==> src/rtl/mc_ctrl_fsm_v2.sv <==
// Multi-cycle RV32I control FSM: per-phase datapath strobes, fetch handshake,
// bus-timeout and illegal-opcode sticky trap, retired-instruction counter.
module mc_ctrl_fsm_v2 #(
  parameter bit FETCH_HS    = 1'b1,
  parameter int BUS_TIMEOUT = 15,
  parameter int CNT_W       = 32
) (
  input  logic             clk,
  input  logic             reset,
  input  logic [31:0]      instrCode,
  input  logic             ready,
  input  logic             fetchReady,
  input  logic             stall,
  output logic             PCEn,
  output logic             regFileWe,
  output logic [3:0]       aluControl,
  output logic             aluSrcMuxSel,
  output logic             busWe,
  output logic [2:0]       RFWDSrcMuxSel,
  output logic             branch,
  output logic             jal,
  output logic             jalr,
  output logic             transfer,
  output logic             fetchReq,
  output logic             trap,
  output logic [1:0]       trapCause,
  output logic [CNT_W-1:0] instret
);

  localparam int WCNT_W = (BUS_TIMEOUT < 1) ? 1 : $clog2(BUS_TIMEOUT + 1);

  localparam logic [6:0] OP_R   = 7'b0110011;
  localparam logic [6:0] OP_I   = 7'b0010011;
  localparam logic [6:0] OP_B   = 7'b1100011;
  localparam logic [6:0] OP_LUI = 7'b0110111;
  localparam logic [6:0] OP_AUI = 7'b0010111;
  localparam logic [6:0] OP_JAL = 7'b1101111;
  localparam logic [6:0] OP_JLR = 7'b1100111;
  localparam logic [6:0] OP_S   = 7'b0100011;
  localparam logic [6:0] OP_L   = 7'b0000011;

  localparam logic [2:0] WD_ALU  = 3'b000;
  localparam logic [2:0] WD_LOAD = 3'b001;
  localparam logic [2:0] WD_IMM  = 3'b010;
  localparam logic [2:0] WD_AUI  = 3'b011;
  localparam logic [2:0] WD_PC4  = 3'b100;

  localparam logic [1:0] CAUSE_NONE    = 2'b00;
  localparam logic [1:0] CAUSE_ILLEGAL = 2'b01;
  localparam logic [1:0] CAUSE_TIMEOUT = 2'b10;

  typedef enum logic [3:0] {
    FETCH, DECODE, R_EXE, I_EXE, B_EXE, LU_EXE, AU_EXE, J_EXE, JL_EXE,
    S_EXE, S_MEM, L_EXE, L_MEM, L_WB, TRAP
  } state_t;

  state_t             r_state, w_next;
  logic [WCNT_W-1:0]  r_wait;
  logic               r_trap;
  logic [1:0]         r_cause;
  logic [CNT_W-1:0]   r_instret;

  logic [6:0]         w_opcode;
  logic [2:0]         w_funct3;
  logic               w_bit30;
  logic               w_bus_state;
  logic               w_timeout;
  logic               w_set_trap;
  logic [1:0]         w_cause;
  logic               w_retire;
  logic               w_bus_entry;
  logic               w_unused_instr;

  assign w_opcode       = instrCode[6:0];
  assign w_funct3       = instrCode[14:12];
  assign w_bit30        = instrCode[30];
  assign w_unused_instr = ^{instrCode[31], instrCode[29:15], instrCode[11:7]};

  assign w_bus_state = (r_state == S_MEM) || (r_state == L_MEM);
  assign w_timeout   = (BUS_TIMEOUT != 0) && w_bus_state && !ready &&
                       (r_wait == WCNT_W'(BUS_TIMEOUT - 1));
  // Every non-FETCH state that lands in FETCH has completed an instruction.
  assign w_retire    = (w_next == FETCH) && (r_state != FETCH);
  assign w_bus_entry = ((w_next == S_MEM) || (w_next == L_MEM)) && (r_state != w_next);

  assign trap      = r_trap;
  assign trapCause = r_cause;
  assign instret   = r_instret;

  always_ff @(posedge clk) begin
    if (reset) begin
      r_state   <= FETCH;
      r_wait    <= '0;
      r_trap    <= 1'b0;
      r_cause   <= CAUSE_NONE;
      r_instret <= '0;
    end else begin
      r_state <= w_next;
      if (w_set_trap) begin
        r_trap  <= 1'b1;
        r_cause <= w_cause;
      end
      if (w_bus_entry)
        r_wait <= '0;
      else if (w_bus_state && !ready && (r_wait != WCNT_W'(BUS_TIMEOUT)))
        r_wait <= r_wait + WCNT_W'(1);
      if (w_retire)
        r_instret <= r_instret + CNT_W'(1);
    end
  end

  always_comb begin
    w_next        = r_state;
    w_set_trap    = 1'b0;
    w_cause       = CAUSE_NONE;
    PCEn          = 1'b0;
    regFileWe     = 1'b0;
    aluControl    = 4'b0000;
    aluSrcMuxSel  = 1'b0;
    busWe         = 1'b0;
    RFWDSrcMuxSel = WD_ALU;
    branch        = 1'b0;
    jal           = 1'b0;
    jalr          = 1'b0;
    transfer      = 1'b0;
    fetchReq      = 1'b0;

    case (r_state)
      FETCH: begin
        fetchReq = !stall;
        if (!stall && ((FETCH_HS == 1'b0) || fetchReady)) begin
          PCEn   = 1'b1;
          w_next = DECODE;
        end
      end
      DECODE: begin
        case (w_opcode)
          OP_R:    w_next = R_EXE;
          OP_I:    w_next = I_EXE;
          OP_B:    w_next = B_EXE;
          OP_LUI:  w_next = LU_EXE;
          OP_AUI:  w_next = AU_EXE;
          OP_JAL:  w_next = J_EXE;
          OP_JLR:  w_next = JL_EXE;
          OP_S:    w_next = S_EXE;
          OP_L:    w_next = L_EXE;
          default: begin
            w_next     = TRAP;
            w_set_trap = 1'b1;
            w_cause    = CAUSE_ILLEGAL;
          end
        endcase
      end
      R_EXE: begin
        regFileWe  = 1'b1;
        aluControl = {w_bit30, w_funct3};
        w_next     = FETCH;
      end
      I_EXE: begin
        // Only shifts (funct3=101) use bit 30; for ADDI etc. it is immediate data.
        regFileWe    = 1'b1;
        aluSrcMuxSel = 1'b1;
        aluControl   = (w_funct3 == 3'b101) ? {w_bit30, w_funct3} : {1'b0, w_funct3};
        w_next       = FETCH;
      end
      B_EXE: begin
        branch     = 1'b1;
        aluControl = {w_bit30, w_funct3};
        w_next     = FETCH;
      end
      LU_EXE: begin
        regFileWe     = 1'b1;
        RFWDSrcMuxSel = WD_IMM;
        w_next        = FETCH;
      end
      AU_EXE: begin
        regFileWe     = 1'b1;
        RFWDSrcMuxSel = WD_AUI;
        w_next        = FETCH;
      end
      J_EXE: begin
        regFileWe     = 1'b1;
        jal           = 1'b1;
        RFWDSrcMuxSel = WD_PC4;
        w_next        = FETCH;
      end
      JL_EXE: begin
        regFileWe     = 1'b1;
        jal           = 1'b1;
        jalr          = 1'b1;
        RFWDSrcMuxSel = WD_PC4;
        w_next        = FETCH;
      end
      S_EXE: begin
        aluSrcMuxSel = 1'b1;
        w_next       = S_MEM;
      end
      S_MEM: begin
        aluSrcMuxSel = 1'b1;
        busWe        = 1'b1;
        transfer     = 1'b1;
        // ready takes priority over a timeout landing in the same cycle.
        if (ready) begin
          w_next = FETCH;
        end else if (w_timeout) begin
          w_next     = TRAP;
          w_set_trap = 1'b1;
          w_cause    = CAUSE_TIMEOUT;
        end
      end
      L_EXE: begin
        aluSrcMuxSel  = 1'b1;
        RFWDSrcMuxSel = WD_LOAD;
        w_next        = L_MEM;
      end
      L_MEM: begin
        aluSrcMuxSel  = 1'b1;
        RFWDSrcMuxSel = WD_LOAD;
        transfer      = 1'b1;
        if (ready) begin
          w_next = L_WB;
        end else if (w_timeout) begin
          w_next     = TRAP;
          w_set_trap = 1'b1;
          w_cause    = CAUSE_TIMEOUT;
        end
      end
      L_WB: begin
        regFileWe     = 1'b1;
        aluSrcMuxSel  = 1'b1;
        RFWDSrcMuxSel = WD_LOAD;
        w_next        = FETCH;
      end
      TRAP:    w_next = TRAP;
      default: w_next = FETCH;
    endcase
  end

endmodule

==> config.mk <==
export PLATFORM = sky130hd
export DESIGN_NAME = mc_ctrl_fsm_v2
export DESIGN_NICKNAME = d
export VERILOG_FILES = /design/src/rtl/mc_ctrl_fsm_v2.sv
export SDC_FILE = /design/constraint.sdc
export NUM_CORES = 1
export LEC_CHECK = 0
export CORE_MARGIN = 8
export CORE_UTILIZATION = 30
export DETAILED_ROUTE_END_ITERATION = 10
export HOLD_SLACK_MARGIN = 0.15
export PLACE_DENSITY = 0.62
export SYNTH_ARGS = -nofsm -noshare
export SYNTH_HDL_FRONTEND = slang
export SYNTH_SLANG_ARGS = --single-unit
==> constraint.sdc <==
create_clock -name clk -period 4 [get_ports clk]
set_input_delay 0.8 -clock clk [delete_from_list [all_inputs] [get_ports clk]]
set_output_delay 0.8 -clock clk [all_outputs]
set_load 0.05 [all_outputs]
==> results of run 1 <==
-- routing by layer --
| layer | GRT usage | vias up |
|---|---|---|
| li1 | - | 1271 |
| met2 | 0.198 | 57 |
| met4 | 0.0271 | 0 |
| met1 | 0.139 | 1169 |
| met5 | 0 | - |
| met3 | 0.0450 | 6 |
-- power by group through the flow --
stage,Sequential (mW),Clock (mW),Combinational (mW)
2_1_floorplan,0.458,0,0.0649
3_3_place_gp,0.451,0,0.118
3_5_place_dp,0.451,0,0.119
4_1_cts,0.441,0.282,0.119
5_1_grt,0.443,0.300,0.128
6_report,0.441,0.271,0.118
-- flip-flops by register name, summed over array words and instances (netlist names) --
register and count:
trapCause 2, r_state 4, trap 1, r_wait 4, instret 32
-- worst register-to-register path, cell delays in order (launching register included) --
cell	delay, ns
dfxtp_1	0.65
nor4b_1	0.22
and3_1	0.28
a21oi_2	0.40
nand3_2	0.41
nor4_1	0.38
mux2_2	0.38
-- cell families (layout without fill, tap and decap cells) --
family          Yosys count  after routing  share of synthesized area
buf+inv                  32             94                     0.0564
mux                       4              4                     0.0178
flops                    43             43                      0.349
fa+ha+maj                 4              4                     0.0193
compound gates           87             87                      0.216
simple gates            133            133                      0.305
xor+xnor                 10             10                     0.0356
-- metrics by stage --
step                 util  hold slack (ns)  std cells  total power [mW]  worst slack (ns)
floorplan               -            0.501        313             0.523             0.809
detailed placement  0.396            0.457        472             0.570             0.408
global route        0.407            0.520        480             0.871             0.386
finish              0.407            0.469        480             0.831             0.549
global placement    0.396            0.446        472             0.569             0.417
CTS                 0.407            0.469        480             0.843             0.544
-- cells in the final DEF, fill, tap and decap left out, types with 3 or more instances in the layout --
cell and n:
a211oi_1 4, a21oi_1 32, and2_1 5, and3_1 5
buf_4 4, clkbuf_8 5, clkdlybuf4s50_1 66, dfxtp_1 43
ha_1 3, inv_1 16, mux2_2 3, nand2_1 19
nand2b_1 6, nand3_1 11, nand4_1 8, nor2_1 31
nor4_1 3, o21ai_0 22, o31ai_1 11, or3_1 16
or4_1 10, xor2_1 9
-- final cells by class --
cell class | instances | area [um^2] | area share
multi-input cells | 238 | 1460 | 0.445
flip-flops and latches | 43 | 861 | 0.261
repair buffers | 70 | 691 | 0.210
well taps | 105 | 131 | 0.0399
clock buffers | 6 | 72.6 | 0.0220
inverters | 16 | 60.1 | 0.0182
clock inverters | 2 | 12.5 | 0.00380
-- path summary, 6_finish.rpt --
| check | start | to | slack, ns | cells past startpoint |
|---|---|---|---|---|
| worst max-delay path | r_state[2] | aluControl[2] | 0.55 | 4 |
| worst max register to register | r_state[2] | instret[31] | 1.18 | 6 |
| worst min register to register | trap | trap | 0.47 | 2 |
| worst min-delay path | trap | trap | 0.47 | 2 |
==> results_dict.tcl, run 1 <==
set metrics [dict create \
    slowest_delay_ns 0.80 \
    synth_seq_cells 43 \
    synthTopCellsByArea "dfxtp_1 35%, a21oi_1 6.5%, nor2_1 4.7%, o21ai_0 4.5%, or3_1 4.1%" \
    final.setup.tns_ns 0 \
    coreArea_mm2 0.00809 \
    synth-edff-count 0 \
    highest_layer "met4" \
    io_pins 88 \
    place_congestion 0.739 \
    yosys.area.top_type "dfxtp_1" \
    rsz0062_at_grt "false" \
    met3_length_um 539 \
    p_clk_frac 0.326 \
    hpwl_mm 4.87 \
    critPathSlowestCell "clkdlybuf4s50_1" \
    ys_warn_count 0 \
    start_util 0.304 \
    die_w_um 107 \
    path_cells "or3b_2 -> a21oi_1 -> and2_1 -> clkdlybuf4s50_1" \
    clock_path_buffers 2 \
    switching_share 0.278 \
    tritoncts "done" \
    tritoncts.num_buffers 5 \
    cts_hold_buf 0 \
    dr.pass1.iters 4 \
    finalSetupViolCount 0 \
    h-tree-depth 2 \
    synth_most_common_cell "dfxtp_1" \
    postSynthAreaPerCell_um2 7.87 \
    crit_path_start_kind "flop" \
    final_area_mm2 0.00329 \
    met1_length_mm 3.08 \
    p_comb_frac 0.142 \
    antenna_found_initial 0 \
    vias_per_cell 5.21 \
    io_buffers 66 \
    critPathArrivalTime_ns 2.65 \
    nFillCells 872 \
    antenna_cells 0 \
    wirelength_mm 6.75 \
    path_max_fanout 17 \
    grt_pass1_vias 2424 \
    num_rows 33 \
    cts.sinks 43 \
    post_cts_buffers 0 \
    cp_top_family "buffers and inverters" \
    syn-num-nets 353 \
    clock_skew_ns 0.0113 \
    hold_viol 0 \
    final_max_slew_viol_count 0 \
    syn_inst 313 \
    avgRoutedWirePerCell_um 14.1 \
    fin_crit_sh 0.863 \
    drive_above_1_share 0.0640 \
    period_minus_slack_ns 3.45 \
    async_flop_share 0 \
    path_class "reg2out" \
    p_leak_nw 1.13 \
    timing.slew.headroom 0.441 \
    drt_first_iter_violations 151 \
    final_nets 414 \
    cts-root-buf "clkbuf_8" \
    die-height_um 107 \
    status "completed" \
    postRouteAntennaNets 0 \
    ys_types 53 \
    synthFlopType "dfxtp_1" \
    cts_resized 0 \
    p_seq_frac 0.531 \
    tightestPinTransition_ns 0.827 \
    powerDensity_mw_per_mm2 252 \
    die-area_mm2 0.0114 \
    postPlaceCellArea_mm2 0.00321 \
    maxCapViolCount 0 \
    met2_length_mm 3.08 \
    remaining_drc_errors 0 \
    worstHoldPathType "reg2reg" \
    peakVddDrop_uv 98.2 \
    grt_util_all_layers 0.118 \
    critPathRequiredTime_ns 3.20 \
    grt_pass1_wl_mm 11.4 \
    synth.top_cells.by_count "43 x dfxtp_1, 32 x a21oi_1, 31 x nor2_1, 22 x o21ai_0, 19 x nand2_1" \
    fmax_mhz 290 \
    yosysSeqAreaShare 0.349 \
    grt_overflow 0 \
    grt_max_degree 44 \
    vias 2503 \
    syn_area_mm2 0.00246 \
    path_buf_inv 1 \
    p_int_mw 0.600 \
    switchingPower_mw 0.231 \
    synth_top_area_frac 0.349 \
    worst_setup_path_end_kind "output port" \
    clkTransAtPathRegs_ns 0.08 \
    worstSkewPairLatency_ns 0.30 \
    areaGrowthSynthToFinish_pct 33.6 \
]
Power figures use the tool's default switching activity.
==> run 2: changes to the inputs <==
--- a/config.mk
+++ b/config.mk
@@ -10,6 +10,8 @@
 export DETAILED_ROUTE_END_ITERATION = 10
 export HOLD_SLACK_MARGIN = 0.15
 export PLACE_DENSITY = 0.62
+export SKIP_CTS_REPAIR_TIMING = 1
 export SYNTH_ARGS = -nofsm -noshare
 export SYNTH_HDL_FRONTEND = slang
 export SYNTH_SLANG_ARGS = --single-unit
+export TNS_END_PERCENT = 5
==> results of run 2 <==
No change in the layout: final DEF, timing and power equal those of run 1.
